[src/rtl/pwm_pkg.sv]
// Shared constants and types for the PWM fade LED array.
// Channels and the array top both import this package.
package pwm_pkg;

   localparam int DEF_NUM_CH     = 3;
   localparam int DEF_DUTY_W     = 8;
   localparam int DEF_PRESCALE   = 47;
   localparam bit DEF_ACTIVE_LOW = 1'b1;
   localparam int DEF_FADE_STEP  = 1;

   typedef enum logic {
      MODE_JUMP = 1'b0,
      MODE_FADE = 1'b1
   } pwm_mode_e;

   // Index width that stays at least one bit wide for single-entry ranges.
   function automatic int unsigned idx_width(input int unsigned n);
      return (n > 1) ? $clog2(n) : 1;
   endfunction

endpackage

[src/rtl/pwm_channel.sv]
// One PWM LED channel: target/mode/current duty registers, fade stepping,
// duty compare against the shared period counter, and registered LED drive.
module pwm_channel
   import pwm_pkg::*;
#(
   parameter int DUTY_W     = DEF_DUTY_W,
   parameter int FADE_STEP  = DEF_FADE_STEP,
   parameter bit ACTIVE_LOW = DEF_ACTIVE_LOW
) (
   input  logic              clk,
   input  logic              rst,
   input  logic              wr_en,
   input  logic [DUTY_W-1:0] wr_duty,
   input  logic              wr_fade,
   input  logic              commit,
   input  logic [DUTY_W-1:0] count,
   output logic              led_out,
   output logic              busy
);

   // A step larger than the whole duty range behaves like a jump, so clamp it
   // to keep the widened arithmetic from truncating.
   localparam int STEP_CLAMP = (FADE_STEP > (1 << DUTY_W)) ? (1 << DUTY_W) : FADE_STEP;
   localparam logic [DUTY_W:0] STEP_EXT = (DUTY_W + 1)'(STEP_CLAMP);

   logic [DUTY_W-1:0] target;
   logic [DUTY_W-1:0] cur_duty;
   logic [DUTY_W-1:0] next_duty;
   logic [DUTY_W:0]   step_up;
   logic [DUTY_W:0]   step_dn;
   pwm_mode_e         mode;

   always_comb begin
      next_duty = target;
      step_up   = {1'b0, cur_duty} + STEP_EXT;
      step_dn   = ({1'b0, cur_duty} > STEP_EXT) ? ({1'b0, cur_duty} - STEP_EXT) : '0;
      if (mode == MODE_FADE) begin
         if (target > cur_duty) begin
            next_duty = (step_up > {1'b0, target}) ? target : step_up[DUTY_W-1:0];
         end else if (target < cur_duty) begin
            next_duty = (step_dn < {1'b0, target}) ? target : step_dn[DUTY_W-1:0];
         end
      end
   end

   always_ff @(posedge clk) begin
      if (rst) begin
         target   <= '0;
         mode     <= MODE_JUMP;
         cur_duty <= '0;
         led_out  <= ACTIVE_LOW;
      end else begin
         if (wr_en) begin
            target <= wr_duty;
            mode   <= pwm_mode_e'(wr_fade);
         end
         if (commit) begin
            cur_duty <= next_duty;
         end
         led_out <= (count < cur_duty) ^ ACTIVE_LOW;
      end
   end

   assign busy = (cur_duty != target);

endmodule

[src/rtl/pwm_fade_array.sv]
// Array of independent PWM LED channels sharing one prescaler and period
// counter; duty writes are staged and committed at each period boundary.
module pwm_fade_array
   import pwm_pkg::*;
#(
   parameter int NUM_CH     = DEF_NUM_CH,
   parameter int DUTY_W     = DEF_DUTY_W,
   parameter int PRESCALE   = DEF_PRESCALE,
   parameter bit ACTIVE_LOW = DEF_ACTIVE_LOW,
   parameter int FADE_STEP  = DEF_FADE_STEP
) (
   input  logic                            clk,
   input  logic                            rst,
   input  logic                            wr_valid,
   output logic                            wr_ready,
   input  logic [idx_width(NUM_CH)-1:0]    wr_ch,
   input  logic [DUTY_W-1:0]               wr_duty,
   input  logic                            wr_fade,
   output logic [NUM_CH-1:0]               led_out,
   output logic [NUM_CH-1:0]               busy,
   output logic                            period_start
);

   localparam int CH_W = idx_width(NUM_CH);
   localparam int PS_W = idx_width(PRESCALE);
   localparam logic [PS_W-1:0]   PS_LAST  = PS_W'(PRESCALE - 1);
   localparam logic [DUTY_W-1:0] CNT_LAST = '1;

   logic [PS_W-1:0]   prescale_cnt;
   logic [DUTY_W-1:0] period_cnt;
   logic              tick;
   logic              boundary;
   logic              wr_fire;

   assign tick     = (prescale_cnt == PS_LAST);
   assign boundary = tick && (period_cnt == CNT_LAST);
   assign wr_ready = !rst && !boundary;
   assign wr_fire  = wr_valid && wr_ready;

   // Shared timebase; period_start trails the boundary cycle by one clock.
   always_ff @(posedge clk) begin
      if (rst) begin
         prescale_cnt <= '0;
         period_cnt   <= '0;
         period_start <= 1'b0;
      end else begin
         prescale_cnt <= tick ? '0 : prescale_cnt + 1'b1;
         if (tick) begin
            period_cnt <= period_cnt + 1'b1;
         end
         period_start <= boundary;
      end
   end

   // Out-of-range channel indices match no instance, so they complete the
   // handshake without touching any state.
   for (genvar i = 0; i < NUM_CH; i++) begin : g_ch
      pwm_channel #(
         .DUTY_W     (DUTY_W),
         .FADE_STEP  (FADE_STEP),
         .ACTIVE_LOW (ACTIVE_LOW)
      ) u_ch (
         .clk     (clk),
         .rst     (rst),
         .wr_en   (wr_fire && (wr_ch == CH_W'(i))),
         .wr_duty (wr_duty),
         .wr_fade (wr_fade),
         .commit  (boundary),
         .count   (period_cnt),
         .led_out (led_out[i]),
         .busy    (busy[i])
      );
   end

endmodule
[config.mk]
export PLATFORM = sky130hd
export DESIGN_NAME = pwm_fade_array
export DESIGN_NICKNAME = d
export VERILOG_FILES = /design/src/rtl/pwm_pkg.sv /design/src/rtl/pwm_channel.sv /design/src/rtl/pwm_fade_array.sv
export SDC_FILE = /design/constraint.sdc
export NUM_CORES = 1
export LEC_CHECK = 0
export ABC_AREA = 1
export CAP_MARGIN = 20
export CORE_ASPECT_RATIO = 1.4
export CORE_MARGIN = 1
export CORE_UTILIZATION = 60
export CTS_CLUSTER_DIAMETER = 120
export CTS_CLUSTER_SIZE = 10
export DETAILED_ROUTE_END_ITERATION = 16
export PLACE_DENSITY = 0.78
export SETUP_SLACK_MARGIN = 0.4
export SYNTH_ARGS = -nofsm -noshare
export SYNTH_HDL_FRONTEND = slang
export SYNTH_SLANG_ARGS = --single-unit
[constraint.sdc]
create_clock -name clk -period 3.9 [get_ports clk]
set_input_delay 0.78 -clock clk [delete_from_list [all_inputs] [get_ports clk]]
set_output_delay 0.78 -clock clk [all_outputs]
set_load 0.1 [all_outputs]
-- Yosys cells after proc, flatten, opt, wreduce, memory -nomap -nowiden
Index checks and enable logic that the tools add are counted.
- equal/unequal tests: 7
- reductions and logical operators: 10
- multiplexer cells: 18
- bitwise gates (word level): 3
- add/subtract/negate cells: 8
- $lt $le $gt $ge: 18
- operators with widths (kind ; number):
    2-to-1 mux 8 bit ; 15
    less-than comparator 8 bit ; 6
    adder 8 x 1 -> 9 bit (second input constant) ; 3
    > comparator 9 x 8 -> 1 bit ; 3
    less-than comparator 9 x 8 -> 1 bit ; 3
    2-to-1 mux 9 bit ; 3
    subtractor 8 x 1 -> 9 bit (second input constant) ; 3
    > comparator 8 x 1 -> 1 bit (second input constant) ; 3
    > comparator 8 bit ; 3
    inequality test 8 bit ; 3
    adder 8 x 1 -> 8 bit (second input constant) ; 1
    == test 8 bit (second input constant) ; 1
    adder 6 x 1 -> 6 bit (second input constant) ; 1
    == test 6 bit (second input constant) ; 1
    logical AND 1 bit ; 6
    NOT 1 bit ; 3
    == test 2 x 1 -> 1 bit (second input constant) ; 1
    == test 2 bit (second input constant) ; 1
    logical NOT 1 bit ; 2
    logical NOT 2 bit ; 1
    OR reduction 2 bit ; 1
- output and inout bits: 8
- bits of input ports: 14
- register bits: 69
- word-level logic and storage cells: 79

-- Longest topological paths before layout
Gate-level depths: netlist (run 1).
- word-level depth: 7
- depth in mapped cells: 22
- depth with buffers taken out: 21

-- Cells and area by module
Synthesis (run 1) repeated with hierarchy kept, for this count alone.
- cells, all modules: 1103
- area total of the unflattened synthesis: 7392.1 µm²
- modules (own cells, without submodules) (module ; area an instance (µm²) ; cells each ; seq. area each (µm²) ; instances):
    pwm_channel (g_ch[0].u_ch ...) ; 2204.6 ; 329 ; 360.3 ; 2
    pwm_channel (g_ch[1].u_ch) ; 2243.4 ; 340 ; 360.3 ; 1
    pwm_fade_array ; 739.5 ; 105 ; 300.3 ; 1

-- Worst setup path before layout (run 1)
OpenSTA, ideal clock, no wires.
- path kind: input to output
- start: in rst
- end: out wr_ready
- stages: 4
- data arrival time: 2.037 ns
- data required time: 3.120 ns
- path slack: 1.083 ns
- cells stage by stage: inv_1 -> o21ai_2 -> inv_1 -> clkbuf_1
- cells in the longest elaborated chain, start to end: 2
- RTL lines (item ; line ; RTL):
    from (decl) ; pwm_fade_array.sv:13 ; input logic rst,
    logical NOT 1 bit ; pwm_fade_array.sv:37 ; assign wr_ready = !rst && !boundary;
    logical AND 1 bit ; pwm_fade_array.sv:37 ;
    to (decl) ; pwm_fade_array.sv:15 ; output logic wr_ready,
No other way between the ends.

-- Final worst setup path (run 1)
- start: reg g_ch[1].u_ch.cur_duty[0]
- end: reg g_ch[1].u_ch.cur_duty[2]
- cells in the longest elaborated chain, start to end: 7
- RTL lines (item ; line ; RTL):
    from (decl) ; pwm_channel.sv:27 ; logic [DUTY_W-1:0] cur_duty;
    from (signal assigned) ; pwm_channel.sv:58 ; cur_duty <= next_duty;
    subtractor 8 x 1 -> 9 bit or > comparator 8 x 1 -> 1 bit (tied branches) ; pwm_channel.sv:36 ; step_dn = ({1'b0, cur_duty} > STEP_EXT) ? ({1'b0, cur_duty} - STEP_EXT) : '0;
    2-to-1 mux 9 bit ; pwm_channel.sv:36 ;
    less-than comparator 9 x 8 -> 1 bit ; pwm_channel.sv:41 ; next_duty = (step_dn < {1'b0, target}) ? target : step_dn[DUTY_W-1:0];
    2-to-1 mux 8 bit ; pwm_channel.sv:41 ;
    2-to-1 mux 8 bit ; pwm_channel.sv:40 ; end else if (target < cur_duty) begin
    2-to-1 mux 8 bit (*) ; pwm_channel.sv:38 ; if (target > cur_duty) begin
    2-to-1 mux 8 bit (*) ; pwm_channel.sv:37 ; if (mode == MODE_FADE) begin
Mark *: on every way between the ends. The rest lies on a longest branch, timed or not.
A chain may end at the register's enable or synchronous reset.

==> results.md, run 1 <==
- Post-synth EDFFs: 0
- Hold Path Class: register to register
- Min cycle time layout: 3.16 ns
- Gr usage total: 0.337
- Sequential Power Share: 0.348
- Clock power share: 0.455
- Latest clock arrival within the worst-skew pair: 0.34 ns
- Clock sink count: 69
- GR peak layer: met2
- Yosys cell types: 45
- Iter 0 DRT Violations: 365
- Crit path DAT: 3.40 ns
- Worst-margin pin slew: 0.974 ns
- Post-DR vias/cell: 5.67
- I/O Pins: 22
- Avg Cell Area, Syn: 6.47 um2
- Synth Cell Area: 6960 um2
- RSZ-0062 raised after global routing: no
- Initial antenna violation count: 0
- Area contributors post-synth: dfxtp_1 20%, ha_1 18%, nand2_1 14%
- Area taken by multi-input logic gates: 4810 um2
- Worst-path clk slew: 0.06 ns
- Post CTS Setup Buffer Count: 0
- Setup TNS: 0 ns
- Die ar.: 12000 um2
- Status: complete, no violations
- Period utilization: 0.810
- Final Max Slew Viols: 0
- Antenna Violating Nets Remaining: 0
- CP peak stage delay: 0.39 ns
- Fillcell total: 1079
- Met2 usage: 0.609
- H-tree depth: 3
- Worst path top cell family by delay: simple AND/OR/NAND/NOR gates
- Leakage power total: 3.74 nW
- Yosys top cell by area: dfxtp_1
- CP Launch Type: register
- Worst IR Drop VDD: 262 uV
- P per Cell Area: 280 nW/um2
- Logic pwr share: 0.197
- Buf/Inv on CP: 2
- Initial Util: 0.614
- Layout area overhead: 8.21%
- P_int: 1.48 mW
- Final WL: 19400 um
- Met1 GRT Util: 0.376
- Most common cell after layout, fill and taps aside: nand2_1
- Slowest CP cell: dfxtp_1
- Top cell type's share of synthesized area: 0.198
- Register area share after synthesis: 0.198
- Post-Route Skew: 0.00648 ns
- Global-route wire length before repair: 31700 um
- Clk buf depth: 2
- Worst slew margin: 0.348
- Cell breakdown of the critical path: inv_1 > ha_1 > nand3_1 > o21ai_0 > inv_1 > nor3_1 > ha_1 > a21oi_1 > nor2_1 > nor2_1 > nand2_1 > nor2_1 > nand2_2 > nand2_2 > o21ai_0 > nand3b_1 > nand2_1 > nand2_1
- Synthesized flop and latch total: 69
- GR Layer Usage met3: 0.0552
- Max-cap viol count: 0
- DRC: 0
- Nets: 1196
- Net switching power: 623 uW
- Wire per inst: 15.8 um
- Number of CTS-inserted buffers: 9
- Top FF cell, synth: dfxtp_1
- Total core area: 11300 um2
- GRT Residual Overflow: 0
- Syn. warnings: 0
- Number of global-route vias before repair: 6614
- Most frequent cells in the layout: 255 x nand2_1, 141 x inv_1, 102 x ha_1
- Die W: 93.0 um
- Share of layout cells above drive strength 1: 0.0783
- CP Class: register to register
- Die span in y: 129 um
- Switching share of power: 0.296
- Max Clock Freq: 0.316 GHz
- IO buf count: 21
- Hold Vio Cnt, Final: 0
- Post-layout util: 0.664
- Min Hold Slack: 0.484 ns
- Ant diodes: 0
- Via count: 6972
- CTS tree: done
- Post-Syn Instances: 1075
- Reg area: 1380 um2
- CP Max Fanout: 11
- Post-DP HPWL: 15000 um
- Crit. End Element: register
- Crit path required time: 4.14 ns
- Largest net degree at the start of global routing: 38
- FP Rows: 46
- Syn_nets: 1191
- Root Buffer: clkbuf_16
- Placer congestion estimate: 1.02
- Pre-antenna DRT Iters: 5
- Ys async rst share: 0
- Endpoints failing setup: 0
power by group through the flow:
stage	clock network (mW)	registers [mW]	logic (mW)
2_1_floorplan	0	0.742	0.338
3_3_place_gp	0	0.748	0.404
3_5_place_dp	0	0.748	0.406
4_1_cts	0.967	0.732	0.409
5_1_grt	1.00	0.734	0.455
6_report	0.957	0.733	0.415
cell type report:
cell class / instances / area share
multi-input cells: 823 / 0.639
flip-flops and latches: 69 / 0.183
inverters: 153 / 0.0762
clock buffers: 11 / 0.0322
repair buffers: 24 / 0.0312
well taps: 144 / 0.0239
clock inverters: 5 / 0.0143
sequential cells by signal (all words and copies together), names as in the netlist:
name                flops
prescale_cnt            6
g_ch.u_ch.cur_duty     24
period_cnt              8
period_start            1
g_ch.u_ch.mode          3
g_ch.u_ch.target       24
g_ch.u_ch.led_out       3
per-stage QoR:
step	std cells	total power, mW	area (um2)	worst slack, ns
after floorplan	1075	1.08	6960	1.08
after global placement	1213	1.15	7180	0.809
after detailed placement	1213	1.15	7180	0.814
after CTS	1229	2.11	7530	0.799
after global routing	1229	2.19	7530	0.426
final	1229	2.11	7530	0.739
logic make-up after synthesis:
group | after synthesis | share of synthesized area
compound gates | 195 | 0.154
xor+xnor | 21 | 0.0264
flops | 69 | 0.198
fa+ha+maj | 102 | 0.183
simple gates | 505 | 0.327
buf+inv | 183 | 0.111
cells in the mapped netlist (all sizes together), types with 3 or more instances:
| cell type | instances |
|---|---|
| nor3 | 18 |
| ha | 102 |
| inv | 150 |
| or2 | 5 |
| a21oi | 100 |
| nand2 | 280 |
| xor2 | 19 |
| dfxtp | 69 |
| a21boi | 3 |
| a21o | 6 |
| nand3b | 6 |
| nand3 | 88 |
| buf | 21 |
| nor2 | 94 |
| o21ai | 69 |
| o211ai | 10 |
| clkbuf | 9 |
| nor3b | 4 |
| nand4 | 6 |
| clkinv | 3 |
timing repair:
action | 4_1_cts | 5_1_grt
resized for setup | 0 | 1
setup endpoints to repair | 0 | 5
hold buffers | 0 | 0
endpoints found under the hold margin | 0 | 0
worst paths after layout:
| check | start | slack, ns | endpoint | depth (start not counted) |
|---|---|---|---|---|
| setup reg to reg | g_ch[1].u_ch.cur_duty[0]$_SDFFE_PP0P_ | 0.74 | g_ch[1].u_ch.cur_duty[2]$_SDFFE_PP0P_ | 18 |
| setup / recovery | g_ch[1].u_ch.cur_duty[0]$_SDFFE_PP0P_ | 0.74 | g_ch[1].u_ch.cur_duty[2]$_SDFFE_PP0P_ | 18 |
| hold reg to reg | prescale_cnt[0]$_SDFF_PP0_ | 0.48 | prescale_cnt[0]$_SDFF_PP0_ | 1 |
| hold / removal | prescale_cnt[0]$_SDFF_PP0_ | 0.48 | prescale_cnt[0]$_SDFF_PP0_ | 1 |
layer usage:
metal  wire [um]  part of all wire
met1        7710              0.40
met2        9690              0.50
met3        1040             0.054
met4         971             0.050
met5           0                 0
Note: power is estimated with default switching activity, not from simulation.
==> run 2: changes to the inputs <==
--- a/config.mk
+++ b/config.mk
@@ -9,7 +9,7 @@
 export CAP_MARGIN = 20
 export CORE_ASPECT_RATIO = 1.4
 export CORE_MARGIN = 1
-export CORE_UTILIZATION = 60
+export CORE_UTILIZATION = 57
 export CTS_CLUSTER_DIAMETER = 120
 export CTS_CLUSTER_SIZE = 10
 export DETAILED_ROUTE_END_ITERATION = 16
==> constraint.sdc (replaced) <==
create_clock -name clk -period 2.8 [get_ports clk]
set_input_delay 0.56 -clock clk [delete_from_list [all_inputs] [get_ports clk]]
set_output_delay 0.56 -clock clk [all_outputs]
set_load 0.1 [all_outputs]
==> run 2 against run 1 <==
Compared with the run above:
- the run now fails in global routing
- synthesized area unchanged
- synthesized cell count unchanged
==> results.md, run 2 <==
- Status: stopped before the end
- Failing step: global routing
- Stop Error: [ERROR GRT-0232] Routing congestion too high. Check the congestion heatmap in the GUI.
- Top FF cell, synth: dfxtp_1
- Root Buffer: clkbuf_16
- H-tree depth: 3
- Area contributors post-synth: dfxtp_1 20%, ha_1 18%, nand2_1 14%
- Yosys top cell by area: dfxtp_1
- Ys async rst share: 0
- Gr usage total: 0.619
- Clock sink count: 69
- Die W: 95.4 um
- IO buf count: 21
- I/O Pins: 22
- Synth Cell Area: 6960 um2
- Hold-fix buffers, CTS: 0
- Number of CTS-inserted buffers: 9
- FP Rows: 47
- Synthesized flop and latch total: 69
- Post-synth EDFFs: 0
- GRT Residual Overflow: 10
- Syn_nets: 1191
- Clk buf depth: 2
- Avg Cell Area, Syn: 6.47 um2
- Placer congestion estimate: 1.06
- Placed cell count: 1253
- Post-Syn Instances: 1075
- Worst_ep grt: g_ch[2].u_ch.cur_duty[5]$_SDFFE_PP0P_/D
- Register area share after synthesis: 0.198
- Post-DP HPWL: 15500 um
- Die span in y: 133 um
- Syn. warnings: 0
- Worst endpoint type: register data pin
- Most common cell in the netlist: nand2_1
- Top cell type's share of synthesized area: 0.198
- Yosys cell types: 45
- Commonest cells in the netlist: 256 x nand2_1, 141 x inv_1, 102 x ha_1
- Initial Util: 0.586
- Largest net degree at the start of global routing: 38
run 2: cell counts after synthesis:
No cell type changed its count.
run 2: repair_timing:
item	in CTS
cloned	5
endpoints found under the setup margin	31
pin swaps	109
buffers inserted	54
resized for setup	240
run 2: cell families after synthesis:
logic type	synth area share
compound gates	0.154
xor+xnor	0.0264
fa+ha+maj	0.183
buf+inv	0.111
flops	0.198
simple gates	0.327
run 2: through the flow:
stage	instance area, um2	hold slack (ns)	setup TNS, ns	setup slack [ns]	util
after floorplan	7020	0.441	0	0.380	-
after CTS	9280	0.481	0	0.178	0.781
after detailed placement	7540	0.476	-0.00609	-0.00609	0.635
after global placement	7540	0.464	0	0.0107	0.635
run 2: metal layers:
metal  GRT overflow  GRT usage
met1              0      0.641
met2              7      0.819
met3              0      0.382
met4              3      0.612
met5              0     0.0125
==> run 3: changes to the inputs <==
--- a/config.mk
+++ b/config.mk
@@ -7,14 +7,10 @@
 export LEC_CHECK = 0
 export ABC_AREA = 1
 export CAP_MARGIN = 20
-export CORE_ASPECT_RATIO = 1.4
 export CORE_MARGIN = 1
-export CORE_UTILIZATION = 57
-export CTS_CLUSTER_DIAMETER = 120
-export CTS_CLUSTER_SIZE = 10
+export CORE_UTILIZATION = 40
 export DETAILED_ROUTE_END_ITERATION = 16
-export PLACE_DENSITY = 0.78
-export SETUP_SLACK_MARGIN = 0.4
+export PLACE_DENSITY_LB_ADDON = 0.15
 export SYNTH_ARGS = -nofsm -noshare
 export SYNTH_HDL_FRONTEND = slang
 export SYNTH_SLANG_ARGS = --single-unit
==> constraint.sdc (replaced) <==
create_clock -name clk -period 3.6 [get_ports clk]
set_input_delay 0.72 -clock clk [delete_from_list [all_inputs] [get_ports clk]]
set_output_delay 0.72 -clock clk [all_outputs]
set_load 0.1 [all_outputs]
==> run 3 against run 2 <==
Compared with the run above:
- the run now ends clean
==> results.md, run 3 (same netlist as run 1, synthesis figures left out) <==
- Antenna Violating Nets Remaining: 0
- I/O Pins: 22
- Layout area overhead: 9.58%
- Pre-antenna DRT Iters: 6
- Placed Area: 7290 um2
- P per Cell Area: 295 nW/um2
- Final Cell Area: 7630 um2
- Final WL: 20100 um
- Most frequent cells in the layout: 255 x nand2_1, 141 x inv_1, 102 x ha_1
- CP Class: register to register
- Hold Path Class: register to register
- H-tree depth: 3
- Gr usage total: 0.233
- Crit. End Element: register
- Min cycle time layout: 3.24 ns
- FP Rows: 47
- Status: complete, no violations
- CP peak stage delay: 0.37 ns
- Final Max Slew Viols: 0
- Setup TNS: 0 ns
- Hold Crit Start: prescale_cnt[0]$_SDFF_PP0_
- DRC: 0
- Die ar.: 17900 um2
- Crit path DAT: 3.48 ns
- Slowest CP cell: dfxtp_1
- Post-layout util: 0.455
- Endpoints failing setup: 0
- RSZ-0062 raised after global routing: no
- Period utilization: 0.900
- Share of layout cells above drive strength 1: 0.0801
- CTS tree: done
- CP Launch Point: g_ch[1].u_ch.cur_duty[0]$_SDFFE_PP0P_
- Reg2reg start: g_ch[1].u_ch.cur_duty[0]$_SDFFE_PP0P_
- Hold Vio Cnt, Final: 0
- Die W: 134 um
- Die span in y: 134 um
- Post-Route Skew: 0.0100 ns
- Root Buffer: clkbuf_16
- Ant diodes: 0
- Leakage power total: 3.74 nW
- Post-DP HPWL: 15900 um
- Post CTS Setup Buffer Count: 0
- Most common cell after layout, fill and taps aside: nand2_1
- Cell breakdown of the critical path: inv_1 > ha_1 > nand3_1 > o21ai_0 > inv_1 > nor3_1 > ha_1 > a21oi_1 > nor2_1 > nor2_1 > nand2_1 > nor2_1 > nand2_2 > nand2_2 > o21ai_0 > nand3b_1 > nand2_1 > nand2_1
- Initial Util: 0.415
- Max Clock Freq: 0.309 GHz
- Iter 0 DRT Violations: 500
- Top flop regs: g_ch.u_ch.cur_duty x24, g_ch.u_ch.target x24, period_cnt x8
- Total core area: 16800 um2
- Worst slew margin: 0.350
- Nets: 1197
- Worst-path clk slew: 0.06 ns
- Clock sink count: 69
- Latest clock arrival within the worst-skew pair: 0.34 ns
- Via count: 6779
- Fillcell total: 1816
- Crit path required time: 3.84 ns
- Initial antenna violation count: 0
- Wire per inst: 15.4 um
- Largest net degree at the start of global routing: 29
- Worst IR Drop VDD: 241 uV
- Placed cell count: 1290
- Clk buf depth: 2
- Hold-fix buffers, CTS: 0
- Number of CTS-inserted buffers: 9
- Min Hold Slack: 0.483 ns
- Number of global-route vias before repair: 6047
- CTS resizes: 0
- Placer congestion estimate: 0.930
- Worst-margin pin slew: 0.972 ns
- CP Launch Type: register
- Finished Layout Cells: 1306
- GRT Residual Overflow: 0
- IO buf count: 21
- Post-DR vias/cell: 5.19
- Global-route wire length before repair: 32500 um
- Max-cap viol count: 0
- CP Max Fanout: 11
[run 3: cell type report]
cell class              count  area [um2]  share of cell area
clock buffers               9         225              0.0295
clock inverters             7         105              0.0138
inverters                 153         574              0.0753
multi-input cells         823        4810               0.631
flip-flops and latches     69        1380               0.181
well taps                 220         275              0.0361
repair buffers             25         255              0.0335
[run 3: critical path: cells and delay by family, from the launching register on]
family	cells	cell delay, ns
flops	1	0.37
compound gates	3	0.44
simple gates	11	1.47
buf+inv	2	0.28
fa+ha+maj	2	0.55
[run 3: per-layer routing]
layer	track usage	part of all wire
met1	0.340	0.49
met2	0.353	0.43
met3	0.0355	0.065
met4	0.0581	0.012
met5	0	0
[run 3: per-stage QoR]
stage               worst slack (ns)  power, mW
finish                         0.359       2.25
detailed placement             0.438       1.27
floorplan                      0.903       1.17
CTS                            0.425       2.27
global placement               0.387       1.27
global route                  0.0600       2.35
[run 3: final timing paths]
check,slack (ns),end,depth (start not counted)
worst max register to register,0.36,g_ch[1].u_ch.cur_duty[2]$_SDFFE_PP0P_,18
worst max-delay path,0.36,g_ch[1].u_ch.cur_duty[2]$_SDFFE_PP0P_,18
worst min-delay path,0.48,prescale_cnt[0]$_SDFF_PP0_,1
worst min register to register,0.48,prescale_cnt[0]$_SDFF_PP0_,1
[run 3: power breakdown]
group          total, mW  switching [mW]  leakage (nW)  internal, mW
clock network      0.987           0.370         0.159         0.617
logic              0.470           0.337          3.02         0.134
registers          0.795          0.0172         0.558         0.777
==> run 4: changes to the inputs <==
--- a/config.mk
+++ b/config.mk
@@ -5,12 +5,13 @@
 export SDC_FILE = /design/constraint.sdc
 export NUM_CORES = 1
 export LEC_CHECK = 0
-export ABC_AREA = 1
+export ABC_AREA = 0
 export CAP_MARGIN = 20
 export CORE_MARGIN = 1
 export CORE_UTILIZATION = 40
 export DETAILED_ROUTE_END_ITERATION = 16
 export PLACE_DENSITY_LB_ADDON = 0.15
+export SETUP_SLACK_MARGIN = 0.15
 export SYNTH_ARGS = -nofsm -noshare
 export SYNTH_HDL_FRONTEND = slang
 export SYNTH_SLANG_ARGS = --single-unit
==> run 4 against run 3 <==
Compared with the run above:
- sequential share of layout area grew 1.1 points
- clock skew shrank 0.0027 ns
- hold slack lost 0.023 ns
- flip-flop and latch count is the same
- clock power shrank 9.0%
- via count shrank 13%
- clock-buffer cell count grew 2
- routed wire length shrank 7.7%
- maximum frequency shrank 1.8%
- register-to-register slack lost 0.06 ns
- largest cell class unchanged
- largest power group unchanged
==> results.md, run 4 <==
- IO buf count: 21
- Buf/Inv on CP: 0
- Met2 usage: 0.383
- Endpoints failing setup: 0
- Syn. warnings: 0
- Cell breakdown of the critical path: ha_1 > nand3_1 > nor2_2 > xnor2_1 > ha_1 > a211oi_1 > nand2_1 > or3_1 > and2_1 > or4_1 > o311ai_0 > o21ai_1
- Worst-margin pin slew: 0.970 ns
- Pwr Total: 1.96 mW
- Largest net degree at the start of global routing: 43
- RSZ-0062 raised after global routing: no
- CP peak stage delay: 0.49 ns
- Hold-fix buffers, CTS: 0
- Hold Path Class: register to register
- Ant diodes: 0
- Register area share after synthesis: 0.217
- Post-DP HPWL: 14200 um
- Status: complete, no violations
- Min cycle time layout: 3.30 ns
- Gr usage total: 0.236
- Area contributors post-synth: dfxtp_1 22%, ha_1 20%, mux2i_1 5.5%
- Post-Syn Instances: 774
- Top FF cell, synth: dfxtp_1
- Die W: 128 um
- Most frequent cells in the layout: 102 x ha_1, 68 x nor2_1, 63 x dfxtp_1
- Total core area: 15400 um2
- Synth Cell Area: 6380 um2
- CP Launch Type: register
- I/O Pins: 22
- Die ar.: 16400 um2
- Wire per inst: 18.3 um
- Pre-antenna DRT Iters: 5
- Antenna Violating Nets Remaining: 0
- Hold endpoint: prescale_cnt[0]$_SDFF_PP0_
- Initial antenna violation count: 0
- Period utilization: 0.917
- Yosys cell types: 71
- Global-route wire length before repair: 30200 um
- CP Max Fanout: 9
- Hold Vio Cnt, Final: 0
- Final Max Slew Viols: 0
- Crit path required time: 3.82 ns
- Post-synth EDFFs: 0
- Max-cap viol count: 0
- Crit path DAT: 3.52 ns
- GR peak layer: met2
- FP Rows: 45
- Initial Util: 0.415
- Worst reg-to-reg path cell count: 12
- Post-DR vias/cell: 5.82
- Number of CTS-inserted buffers: 9
- Iter 0 DRT Violations: 560
- Number of global-route vias before repair: 5854
- Root Buffer: clkbuf_16
- Slowest CP cell: or4_1
- Top flop regs: g_ch.u_ch.cur_duty x24, g_ch.u_ch.target x24, period_cnt x8
- DRC: 0
- Via count: 5881
- Min Hold Slack: 0.460 ns
- Hold Crit Start: prescale_cnt[0]$_SDFF_PP0_
- Worst path top cell family by delay: simple AND/OR/NAND/NOR gates
- Latest clock arrival within the worst-skew pair: 0.34 ns
- Synthesized flop and latch total: 69
- GR Layer Usage met3: 0.0401
- Worst slew margin: 0.351
- Share of layout cells above drive strength 1: 0.116
- Avg Cell Area, Syn: 8.24 um2
- P per Cell Area: 269 nW/um2
- Top cell type's share of synthesized area: 0.217
- R2R Setup Slk: 0.30 ns
- Smallest setup slack after layout: 0.300 ns
- Layout area overhead: 13.9%
- Die span in y: 128 um
- H-tree depth: 3
- CP most frequent cell: ha_1
- Fillcell total: 1516
- Max Clock Freq: 0.303 GHz
- Final WL: 18500 um
- CTS tree: done
- Crit. End Element: register
- CP Class: register to register
- Clock sink count: 69
- Commonest cells in the netlist: 102 x ha_1, 72 x nor2_1, 69 x dfxtp_1
- Yosys top cell by area: dfxtp_1
- Syn_nets: 890
- Worst-path clk slew: 0.06 ns
- Worst R2R End: g_ch[1].u_ch.cur_duty[6]$_SDFFE_PP0P_
- Post-Route Skew: 0.00735 ns
- Reg2reg start: g_ch[1].u_ch.cur_duty[0]$_SDFFE_PP0P_
- Pre-CTS setup slack: 0.0480 ns
- Placer congestion estimate: 0.926
- Worst IR Drop VDD: 241 uV
- GRT Residual Overflow: 0
- Setup TNS: 0 ns
- Nets: 913
- Most common cell in the netlist: ha_1
- Ys async rst share: 0
- Most common cell after layout, fill and taps aside: ha_1
- Post-layout util: 0.472
- Clk buf depth: 2
- Leakage power total: 3.16 nW
- Hold path depth: 1
- Met1 GRT Util: 0.315
==> run 4: metrics by stage <==
step           std cells  instance area (um2)
4_1_cts             1004                 7140
5_1_grt             1010                 7260
3_3_place_gp         989                 6840
6_report            1010                 7260
2_1_floorplan        774                 6380
3_5_place_dp         989                 6840
==> run 4: kinds of logic (layout without fill, tap and decap cells) <==
kind of cell,Yosys count,after routing,synth area share
multiplexers,36,36,0.0567
AO/OA/AOI/OAI,183,183,0.200
buffers and inverters,98,123,0.0650
flip-flops,69,69,0.217
AND/OR/NAND/NOR,250,250,0.212
XOR/XNOR,36,36,0.0495
adder cells (fa/ha/maj),102,102,0.200
==> run 4: cell type report <==
type	instances	area [um2]	share of cell area
clock buffers	11	253	0.0348
repair buffers	51	438	0.0603
clock inverters	2	35.0	0.00483
inverters	59	230	0.0317
multi-input cells	607	4650	0.640
flip-flops and latches	69	1390	0.192
well taps	211	264	0.0364
==> run 4: worst register-to-register path, stage by stage, from the launching register on <==
cell	delay, ns
dfxtp_2	0.42
ha_1	0.21
nand3_1	0.18
nor2_2	0.22
xnor2_1	0.14
ha_1	0.28
a211oi_1	0.33
nand2_1	0.10
or3_1	0.36
and2_1	0.24
or4_1	0.49
o311ai_0	0.11
o21ai_1	0.10
==> run 4: repair_timing <==
action	in CTS	in global routing
pin swaps	1	1
cloned	0	0
endpoints found under the setup margin	1	23
gates resized for setup	0	23
setup buffers	2	6
==> run 4: how the worst max path moves through the flow <==
stage / from / end / slack [ns] / cells past startpoint
floorplan: rst / wr_ready / 0.29 / 4
global route: g_ch[1].u_ch.cur_duty[0]$_SDFFE_PP0P_ / g_ch[1].u_ch.cur_duty[6]$_SDFFE_PP0P_ / 0.12 / 12
CTS: g_ch[0].u_ch.cur_duty[0]$_SDFFE_PP0P_ / g_ch[0].u_ch.cur_duty[4]$_SDFFE_PP0P_ / 0.17 / 12
global placement: g_ch[0].u_ch.cur_duty[1]$_SDFFE_PP0P_ / g_ch[0].u_ch.cur_duty[1]$_SDFFE_PP0P_ / 0.14 / 13
finish: g_ch[1].u_ch.cur_duty[0]$_SDFFE_PP0P_ / g_ch[1].u_ch.cur_duty[6]$_SDFFE_PP0P_ / 0.30 / 12
detailed placement: g_ch[0].u_ch.cur_duty[0]$_SDFFE_PP0P_ / g_ch[0].u_ch.cur_duty[1]$_SDFFE_PP0P_ / 0.05 / 11
==> run 4: where the power goes <==
part,switching (mW),internal [mW]
combinational,0.175,0.0970
sequential,0.0138,0.773
clock,0.337,0.561
==> run 4: layer usage <==
layer | part of all wire | wire [um]
met3 | 0.048 | 896
met1 | 0.47 | 8690
met5 | 0 | 0
met4 | 0.022 | 399
met2 | 0.46 | 8550
